$ cat src/rtl/pcm_tdm_sched.sv
// TDM frame scheduler around a single shared A-law encoder.
// Each channel has a one-entry sample buffer. When a channel's slot starts, the
// buffered sample is compressed and loaded for serial transmission. Slot 0 always
// carries the frame alignment word.

// 13-bit two's complement linear sample -> 8-bit A-law code (purely combinational).
module pcm_alaw (
    input  logic [12:0] lin,
    output logic [7:0]  code
);
    logic        neg;
    logic [11:0] mag;
    logic [2:0]  seg;
    logic [3:0]  shamt;
    logic [3:0]  mant;

    // Segment is the position of the leading one; mantissa is the next four bits.
    // Negative inputs use the one's complement, so -1 maps to magnitude 0.
    always_comb begin
        neg = lin[12];
        mag = neg ? ~lin[11:0] : lin[11:0];
        seg = 3'd0;
        for (int i = 5; i <= 11; i++) begin
            if (mag[i]) seg = 3'(i - 4);
        end
        shamt = (seg == 3'd0) ? 4'd1 : {1'b0, seg};
        mant  = 4'(mag >> shamt);
        code  = {~neg, seg, mant} ^ 8'h55;
    end
endmodule

module pcm_tdm_sched #(
    parameter int         NUM_CH    = 4,
    parameter logic [7:0] FAS_WORD  = 8'h1B,
    parameter logic [7:0] IDLE_CODE = 8'hD5
) (
    input  logic                  clk,
    input  logic                  rst,
    input  logic                  en,
    input  logic                  bit_tick,
    input  logic [13*NUM_CH-1:0]  ch_sample,
    input  logic [NUM_CH-1:0]     ch_valid,
    output logic [NUM_CH-1:0]     ch_ready,
    output logic                  tx_bit,
    output logic                  tx_fs,
    output logic [4:0]            slot_idx,
    output logic [NUM_CH-1:0]     underrun,
    input  logic                  underrun_clr
);
    localparam logic [4:0] LAST_SLOT = 5'(NUM_CH);

    typedef enum logic {IDLE, RUN} state_t;

    state_t            state, state_next;
    logic [2:0]        bit_cnt;
    logic [4:0]        slot_cnt;
    logic [4:0]        slot_next;
    logic [6:0]        shreg;
    logic              load, shift, stop;
    logic [NUM_CH-1:0] load_ch;
    logic [NUM_CH-1:0] full;
    logic [12:0]       buf_q [NUM_CH];
    logic [12:0]       enc_in;
    logic [7:0]        enc_code;
    logic [7:0]        load_byte;

    assign ch_ready = ~full;

    // The one encoder in the design; its input follows the slot being entered.
    pcm_alaw u_pcm (
        .lin  (enc_in),
        .code (enc_code)
    );

    // State register.
    always_ff @(posedge clk) begin
        if (rst) state <= IDLE;
        else     state <= state_next;
    end

    // Next state, slot sequencing and selection of the byte to load.
    always_comb begin
        state_next = state;
        load       = 1'b0;
        shift      = 1'b0;
        stop       = 1'b0;
        slot_next  = slot_cnt;
        case (state)
            IDLE: begin
                if (bit_tick && en) begin
                    state_next = RUN;
                    load       = 1'b1;
                    slot_next  = 5'd0;
                end
            end
            RUN: begin
                if (bit_tick) begin
                    if (bit_cnt == 3'd7) begin
                        if (slot_cnt == LAST_SLOT) begin
                            if (!en) begin
                                state_next = IDLE;
                                stop       = 1'b1;
                            end else begin
                                load      = 1'b1;
                                slot_next = 5'd0;
                            end
                        end else begin
                            load      = 1'b1;
                            slot_next = slot_cnt + 5'd1;
                        end
                    end else begin
                        shift = 1'b1;
                    end
                end
            end
            default: state_next = IDLE;
        endcase

        enc_in  = '0;
        load_ch = '0;
        for (int c = 0; c < NUM_CH; c++) begin
            if (slot_next == 5'(c + 1)) enc_in = buf_q[c];
            load_ch[c] = load && (slot_next == 5'(c + 1));
        end

        if (slot_next == 5'd0)        load_byte = FAS_WORD;
        else if (|(load_ch & full))   load_byte = enc_code;
        else                          load_byte = IDLE_CODE;
    end

    // Bit/slot counters and the serial output. The MSB goes straight to tx_bit,
    // while shreg keeps the seven bits still to be sent.
    always_ff @(posedge clk) begin
        if (rst) begin
            bit_cnt  <= 3'd0;
            slot_cnt <= 5'd0;
            shreg    <= 7'd0;
            tx_bit   <= 1'b0;
            tx_fs    <= 1'b0;
            slot_idx <= 5'd0;
        end else if (load) begin
            bit_cnt  <= 3'd0;
            slot_cnt <= slot_next;
            slot_idx <= slot_next;
            shreg    <= load_byte[6:0];
            tx_bit   <= load_byte[7];
            tx_fs    <= (slot_next == 5'd0);
        end else if (shift) begin
            bit_cnt  <= bit_cnt + 3'd1;
            shreg    <= {shreg[5:0], 1'b0};
            tx_bit   <= shreg[6];
            tx_fs    <= 1'b0;
        end else if (stop) begin
            bit_cnt  <= 3'd0;
            slot_cnt <= 5'd0;
            slot_idx <= 5'd0;
            tx_bit   <= 1'b0;
            tx_fs    <= 1'b0;
        end
    end

    // Buffer occupancy and sticky underrun flags. A slot load that finds its
    // buffer empty flags underrun, and that flag takes priority over a clear in
    // the same cycle. A sample captured in that same cycle is held for the next frame.
    always_ff @(posedge clk) begin
        if (rst) begin
            full     <= '0;
            underrun <= '0;
        end else begin
            for (int c = 0; c < NUM_CH; c++) begin
                if (load_ch[c] && full[c])       full[c] <= 1'b0;
                else if (ch_valid[c] && !full[c]) full[c] <= 1'b1;

                if (load_ch[c] && !full[c])      underrun[c] <= 1'b1;
                else if (underrun_clr)           underrun[c] <= 1'b0;
            end
        end
    end

    // Sample storage; the data only counts while the matching full bit is set.
    always_ff @(posedge clk) begin
        for (int c = 0; c < NUM_CH; c++) begin
            if (ch_valid[c] && !full[c]) buf_q[c] <= ch_sample[13*c +: 13];
        end
    end
endmodule

$ cat config.mk
export PLATFORM = sky130hd
export DESIGN_NAME = pcm_tdm_sched
export DESIGN_NICKNAME = d
export VERILOG_FILES = /design/src/rtl/pcm_tdm_sched.sv
export SDC_FILE = /design/constraint.sdc
export NUM_CORES = 1
export LEC_CHECK = 0
export CORE_MARGIN = 2
export CORE_UTILIZATION = 55
export CTS_BUF_LIST = sky130_fd_sc_hd__clkbuf_8
export CTS_CLUSTER_DIAMETER = 100
export DETAILED_ROUTE_END_ITERATION = 10
export PLACE_DENSITY_LB_ADDON = 0.3
export SYNTH_ARGS = -nofsm -noshare
export SYNTH_HDL_FRONTEND = slang
export SYNTH_SLANG_ARGS = --single-unit
$ cat constraint.sdc
create_clock -name clk -period 5.3 [get_ports clk]
set_input_delay 1.59 -clock clk [delete_from_list [all_inputs] [get_ports clk]]
set_output_delay 1.59 -clock clk [all_outputs]
set_load 0.05 [all_outputs]
== Word-level counts from Yosys, hierarchy flattened ==
Memories as Yosys holds them, arrays and structs flattened.
Index checks and enable logic that the tools add are counted.

* Register bits: 26
* Memory bits (writable): 52
* Input port bits: 61
* Logic and storage cells: 132
* Output and inout bits: 15
* Memories kept: 1

{| class="wikitable"
|+ Memories
! memory !! depth !! bits a word !! rd ports !! clocked after memory_dff !! wr ports !! line !! source
|-
| buf_q || 4 || 13 || 4 || 0 || 4 || 62 || <nowiki>logic [12:0] buf_q [NUM_CH];</nowiki>
|}

* Equality and inequality tests: 7
* Shift operators: 1
* Mux-type cells: 63
* Bitwise logic cells: 6
* Reduce and logical (&&, ||, !) cells: 38
* Add/subtract/negate cells: 2

{| class="wikitable"
|+ Operators with widths
! cell !! number
|-
| 13-bit two-way mux || 4
|-
| 5-bit two-way mux || 8
|-
| 1-bit two-way mux || 34
|-
| 3-bit two-way mux || 7
|-
| 1-bit logical AND || 17
|-
| 8-bit two-way mux || 2
|-
| 7-bit two-way mux || 2
|-
| 2-bit nonzero test || 7
|-
| 12-bit two-way mux || 1
|-
| 12-bit inverter || 1
|-
| 12-bit by 4-bit >> shifter with 4-bit output || 1
|-
| 5-bit by 2-bit equality test with 1-bit output (second input constant) || 2
|-
| 5-bit by 3-bit equality test with 1-bit output (second input constant) || 2
|-
| 5-bit case mux with 2 select lines || 1
|-
| 2-bit OR reduction || 5
|-
| 4-bit inverter || 2
|-
| 5-bit by 1-bit adder with 5-bit output (second input constant) || 1
|-
| 5-bit by 1-bit equality test with 1-bit output (second input constant) || 1
|-
| 5-bit logical NOT || 1
|-
| 4-bit AND || 1
|-
| 1-bit logical NOT || 4
|-
| 2-bit two-way mux || 2
|-
| 1-bit case mux with 2 select lines || 2
|-
| 4-bit OR reduction || 1
|-
| 7 further kinds || 8
|}

== Longest topological paths before layout ==
* Depth after elaboration: 26
* Mapped depth: 18
* Gate-level depth less buffers: 14

== Cells and area by module ==
A second synthesis with hierarchy kept.

* Cells, all modules: 399
* Area total of the unflattened synthesis: 4205.3 um^2

{| class="wikitable"
|+ Modules (own cells, without submodules)
! module !! cells an instance !! instances !! area an instance (um^2) !! sequential area each (um^2)
|-
| pcm_tdm_sched || 290 || 1 || 3487.1 || 2082.0
|-
| pcm_alaw || 109 || 1 || 718.2 || 0.0
|}

== Worst setup path before layout ==
No wires, ideal clock.

* Path type: input to register
* Start: input port en
* End: register shreg[0]
* Setup slack: 557 ps
* Library setup time: 115 ps
* Stages: 14
* Data required time: 5185 ps
* Buffers on the path: 2
* Data arrival time: 4628 ps
* Cell sequence: buf_2 > a21oi_1 > nor4_1 > nor4_4 > nor4_4 > a32oi_2 > a211o_1 > o211ai_1 > a21o_1 > buf_6 > nor2_1 > or4_1 > and4_1 > o21a_1

* Longest elaborated chain between the ends: 26
* Elaborated cells on any way between the ends: 45
* Classes of those cells: eq/ne: 4; shift: 1; mux: 28; bitwise: 3; reduce/logical: 9

{| class="wikitable"
|+ Ends and longest elaborated chain
! what !! line !! source
|-
| from (decl) || 39 || <nowiki>input logic en,</nowiki>
|-
| 5-bit two-way mux || 100 || <nowiki>if (!en) begin</nowiki>
|-
| 5-bit two-way mux || 99 || <nowiki>if (slot_cnt == LAST_SLOT) begin</nowiki>
|-
| 5-bit two-way mux || 98 || <nowiki>if (bit_cnt == 3'd7) begin</nowiki>
|-
| 5-bit two-way mux || 97 || <nowiki>if (bit_tick) begin</nowiki>
|-
| 5-bit case mux with 2 select lines || 88 || <nowiki>case (state)</nowiki>
|-
| 5-bit by 1-bit equality test with 1-bit output || 122, 123 ||
|-
| 13-bit two-way mux (4 in series) || 122 || <nowiki>if (slot_next == 5'(c + 1)) enc_in = buf_q[c];</nowiki>
|-
| 12-bit inverter || 21 || <nowiki>mag = neg ? ~lin[11:0] : lin[11:0];</nowiki>
|-
| [4 not listed] || - ||
|-
| 3-bit two-way mux (4 in series) || 24 || <nowiki>if (mag[i]) seg = 3'(i - 4);</nowiki>
|-
| 3-bit logical NOT || 26 || <nowiki>shamt = (seg == 3'd0) ? 4'd1 : {1'b0, seg};</nowiki>
|-
| 3-bit two-way mux || 26 ||
|-
| 12-bit by 4-bit >> shifter with 4-bit output || 27 || <nowiki>mant = 4'(mag >> shamt);</nowiki>
|-
| 4-bit inverter (no source line) || - ||
|-
| 8-bit two-way mux || 127 || <nowiki>else if (|(load_ch & full)) load_byte = enc_code;</nowiki>
|-
| 8-bit two-way mux || 126 || <nowiki>if (slot_next == 5'd0) load_byte = FAS_WORD;</nowiki>
|-
| 7-bit two-way mux || 141 || <nowiki>end else if (load) begin</nowiki>
|-
| to (signal assigned) || 145 || <nowiki>shreg <= load_byte[6:0];</nowiki>
|-
| to (signal assigned) || 150 || <nowiki>shreg <= {shreg[5:0], 1'b0};</nowiki>
|-
| to (decl) || 58 || <nowiki>logic [6:0] shreg;</nowiki>
|}

Several ways; a longest one is shown, not always the timed one.
A chain may end at the register's enable or synchronous reset.

== Worst setup path in the final report ==
* Start: input port bit_tick
* End: register shreg[0]

* Longest elaborated chain between the ends: 24
* Elaborated cells on any way between the ends: 41
* Classes of those cells: eq/ne: 4; shift: 1; mux: 24; bitwise: 3; reduce/logical: 9

{| class="wikitable"
|+ Ends and longest elaborated chain
! what !! line !! source
|-
| from (decl) || 40 || <nowiki>input logic bit_tick,</nowiki>
|-
| 1-bit logical AND || 90 || <nowiki>if (bit_tick && en) begin</nowiki>
|-
| 5-bit two-way mux || 90 ||
|-
| 5-bit case mux with 2 select lines || 88 ||
|-
| 5-bit by 1-bit equality test with 1-bit output || 122, 123 ||
|-
| 13-bit two-way mux (4 in series) || 122 ||
|-
| 12-bit inverter || 21 ||
|-
| 12-bit two-way mux || 21 ||
|-
| 1-bit two-way mux || 24 ||
|-
| 2-bit two-way mux (2 in series) || 24 ||
|-
| 3-bit two-way mux (4 in series) || 24 ||
|-
| 3-bit logical NOT || 26 ||
|-
| 3-bit two-way mux || 26 ||
|-
| 12-bit by 4-bit >> shifter with 4-bit output || 27 ||
|-
| 4-bit inverter (no source line) || - ||
|-
| 8-bit two-way mux || 127 ||
|-
| 8-bit two-way mux || 126 ||
|-
| 7-bit two-way mux || 141 ||
|}

Several ways; a longest one is shown, not always the timed one.

==> impl_metrics.toml <==
[sta]
hold_viol_final = 0
holdWs_ns = 0.5019
fmax_ghz = 0.1976
tns_ns = 0
finalMaxSlewViolations = 0
worst_slack_ns = 0.2404
skew_ns = 0.01385
tightest_slew_ns = 1.242
period_needed_ns = 5.060
setup_viol = 0
fin_crit_sh = 0.9546
slew_headroom = 0.1700
rsz0062_at_grt = "no"

[layout]
nets = 617
multi_input_area_sq_mm = 0.002013
syn2layout_area_growth_pct = 32.37
seq_area_sq_mm = 0.002082
diodes = 0
drive_gt1_frac = 0.1472
fillCellCount = 565
finalNonFillerCells = 659

[routing]
drtPass1Iterations = 5
wl_um = 11680
drc = 0
wl_per_cell_um = 17.73
drtIter0Drc = 305
viasPerCell = 6.018
num_vias = 3966
ant_nets = 0

[clock_tree]
cts_tree = "yes"
clk_latency_ns = 0.36
cts_hold_buf = 0
cts_buffers = 9
ctsHtreeMaxLevel = 3
post_cts_buffers = 0
cts_sinks = 78
clk_pin_slew_ns = 0.09
clock-root-buffer = "clkbuf_8"
clockBufferDepth = 2
ctsResizeCount = 0

[setup_path]
startpoint = "bit_tick"
endpoint = "shreg[0]"
critPathMaxFanout = 9
critical_path.endpoint_type = "flip-flop"
cp_slowest_stage_delay_ns = 0.63
cp.required_ns = 5.55
reg2reg_from = "slot_cnt[0]"
cp_slowest_cell = "clkdlybuf4s50_1"
arrival_ns = 5.31
reg2reg_slack_ns = 1.14
crit_chain = "clkdlybuf4s50_1 -> o21ai_1 -> a211o_1 -> and4_1 -> o31ai_1 -> a2bb2oi_2 -> a211o_1 -> o211ai_1 -> a21o_1 -> and3_1 -> or4_1 -> and4_1 -> o21a_1"
reg2regPathDepth = 14
cp-start-kind = "input port"
regToRegEndpoint = "shreg[0]"
path_class = "input port to flip-flop"

[yosys]
ys.flop_type = "edfxtp_1"
synth_area_sq_mm = 0.004248
synthAdderAreaFrac = 0.01178
yosys.area.top_type = "edfxtp_1"
synth_seq_area_share = 0.4901
synth_top_area_frac = 0.3676
async_flop_share = 0
ys_top_cells_by_count = "52 x edfxtp_1, 44 x nand2_1, 43 x nor2_1, 38 x a21oi_1, 26 x dfxtp_1"
synth_most_common_cell = "edfxtp_1"
synth_compound_area_frac = 0.2221
synth_top_family_by_area = "compound AO/OA/AOI/OAI gates"
syn_area_per_cell_sq_um = 9.765
ys_warn_count = 0
synth_cell_types = 62
synthXorXnorAreaFrac = 0.02062
synthCells = 435
syn_nets = 500
ys_ff_latch = 78
ys_top_cells_by_area = "edfxtp_1 37%, dfxtp_1 12%, a21oi_1 4.5%"
synthMuxAreaShare = 0.01473
synth-simple-area-share = 0.2047
synth_edf_count = 52

[global_routing]
grt_max_degree = 28
grt_overflow = 0
grt_usage = 0.2903
grt_pass1_vias = 4048
grt_pass1_wl_um = 19140
antenna_found_initial = 0

[floorplan]
start_util = 0.5584
die_h_um = 91.88
core_sq_mm = 0.007607
die_w_um = 91.88
die_area_sq_mm = 0.008442
ios = 76
rows = 32

[pwr]
peakVddDrop_uv = 191.4
powerDensity_mw_per_mm2 = 226.3
total_power_mw = 1.272
p_leak_nw = 2.156

[place]
dp_cells = 643
portBuffers = 75
pre_cts_ws_ns = -0.04622
gp_congestion = 0.9401
place_hpwl_um = 8815

[status]
outcome = "complete, no violations"

[min_path]
hold_path.class = "flip-flop to flip-flop"

[job]
max_cap_viol_count = 0
[cells by family after synthesis]
| kind of cell | count (synthesis) |
|---|---|
| flops | 78 |
| fa+ha+maj | 4 |
| compound gates | 137 |
| mux | 6 |
| xor+xnor | 10 |
| simple gates | 166 |
| buf+inv | 34 |
[area by class of cell]
cell class,instances,area share
Clock buffer,9,0.02203
Clock inverter,7,0.01335
Inverter,10,0.006676
Multi-Input combinational cell,323,0.3580
Sequential cell,78,0.3703
Tap cell,102,0.02270
Timing Repair Buffer,130,0.2069
[critical path: cells and delay by family]
kind,cells,cell delay (ns)
simple gates,4,1.10
compound gates,8,1.98
buf+inv,1,0.63
[sequential cells by signal (all words and copies together) (netlist names)]
register,cells
bit_cnt,3
buf_q,52
full,4
shreg,7
slot_cnt,5
state,1
tx_bit,1
tx_fs,1
underrun,4
[stage by stage]
step	instance area [sq um]	utilization
floorplan	4248	-
global placement	5424	0.7130
detailed placement	5424	0.7130
CTS	5623	0.7391
global route	5623	0.7391
finish	5623	0.7391
[placed cells by master, fill, tap and decap left out, types with 14 or more instances in the layout]
| cell | netlist | routed |
|---|---|---|
| nor2_1 | 43 | 43 |
| nand2_1 | 44 | 44 |
| clkdlybuf4s50_1 | 0 | 75 |
| dfxtp_1 | 26 | 26 |
| nor3_1 | 14 | 14 |
| nand3_1 | 17 | 17 |
| edfxtp_1 | 52 | 52 |
| a21oi_1 | 38 | 38 |
| o21ai_0 | 23 | 23 |
| buf_4 | 0 | 55 |
[worst min path at each step]
stage | from | end | slack (ns) | cells past startpoint
finish | tx_bit | tx_bit | 0.50 | 2
global route | tx_bit | tx_bit | 0.53 | 2
CTS | shreg[5] | shreg[5] | 0.50 | 2
detailed placement | tx_bit | tx_bit | 0.49 | 2
global placement | tx_bit | tx_bit | 0.47 | 2
floorplan | shreg[4] | shreg[4] | 0.45 | 2
[routing by layer]
layer,track usage,vias to the layer above,part of all wire
li1,-,1884,-
met1,0.3492,1889,0.39
met2,0.5190,165,0.51
met3,0.04437,28,0.063
met4,0.1194,0,0.028
met5,0,-,0
[where the power goes]
part           internal [mW]  switching (mW)
Combinational         0.0628          0.0622
Clock                  0.187           0.258
Sequential             0.685          0.0173
Total                  0.935           0.337
(Power assumes the default switching activity.)
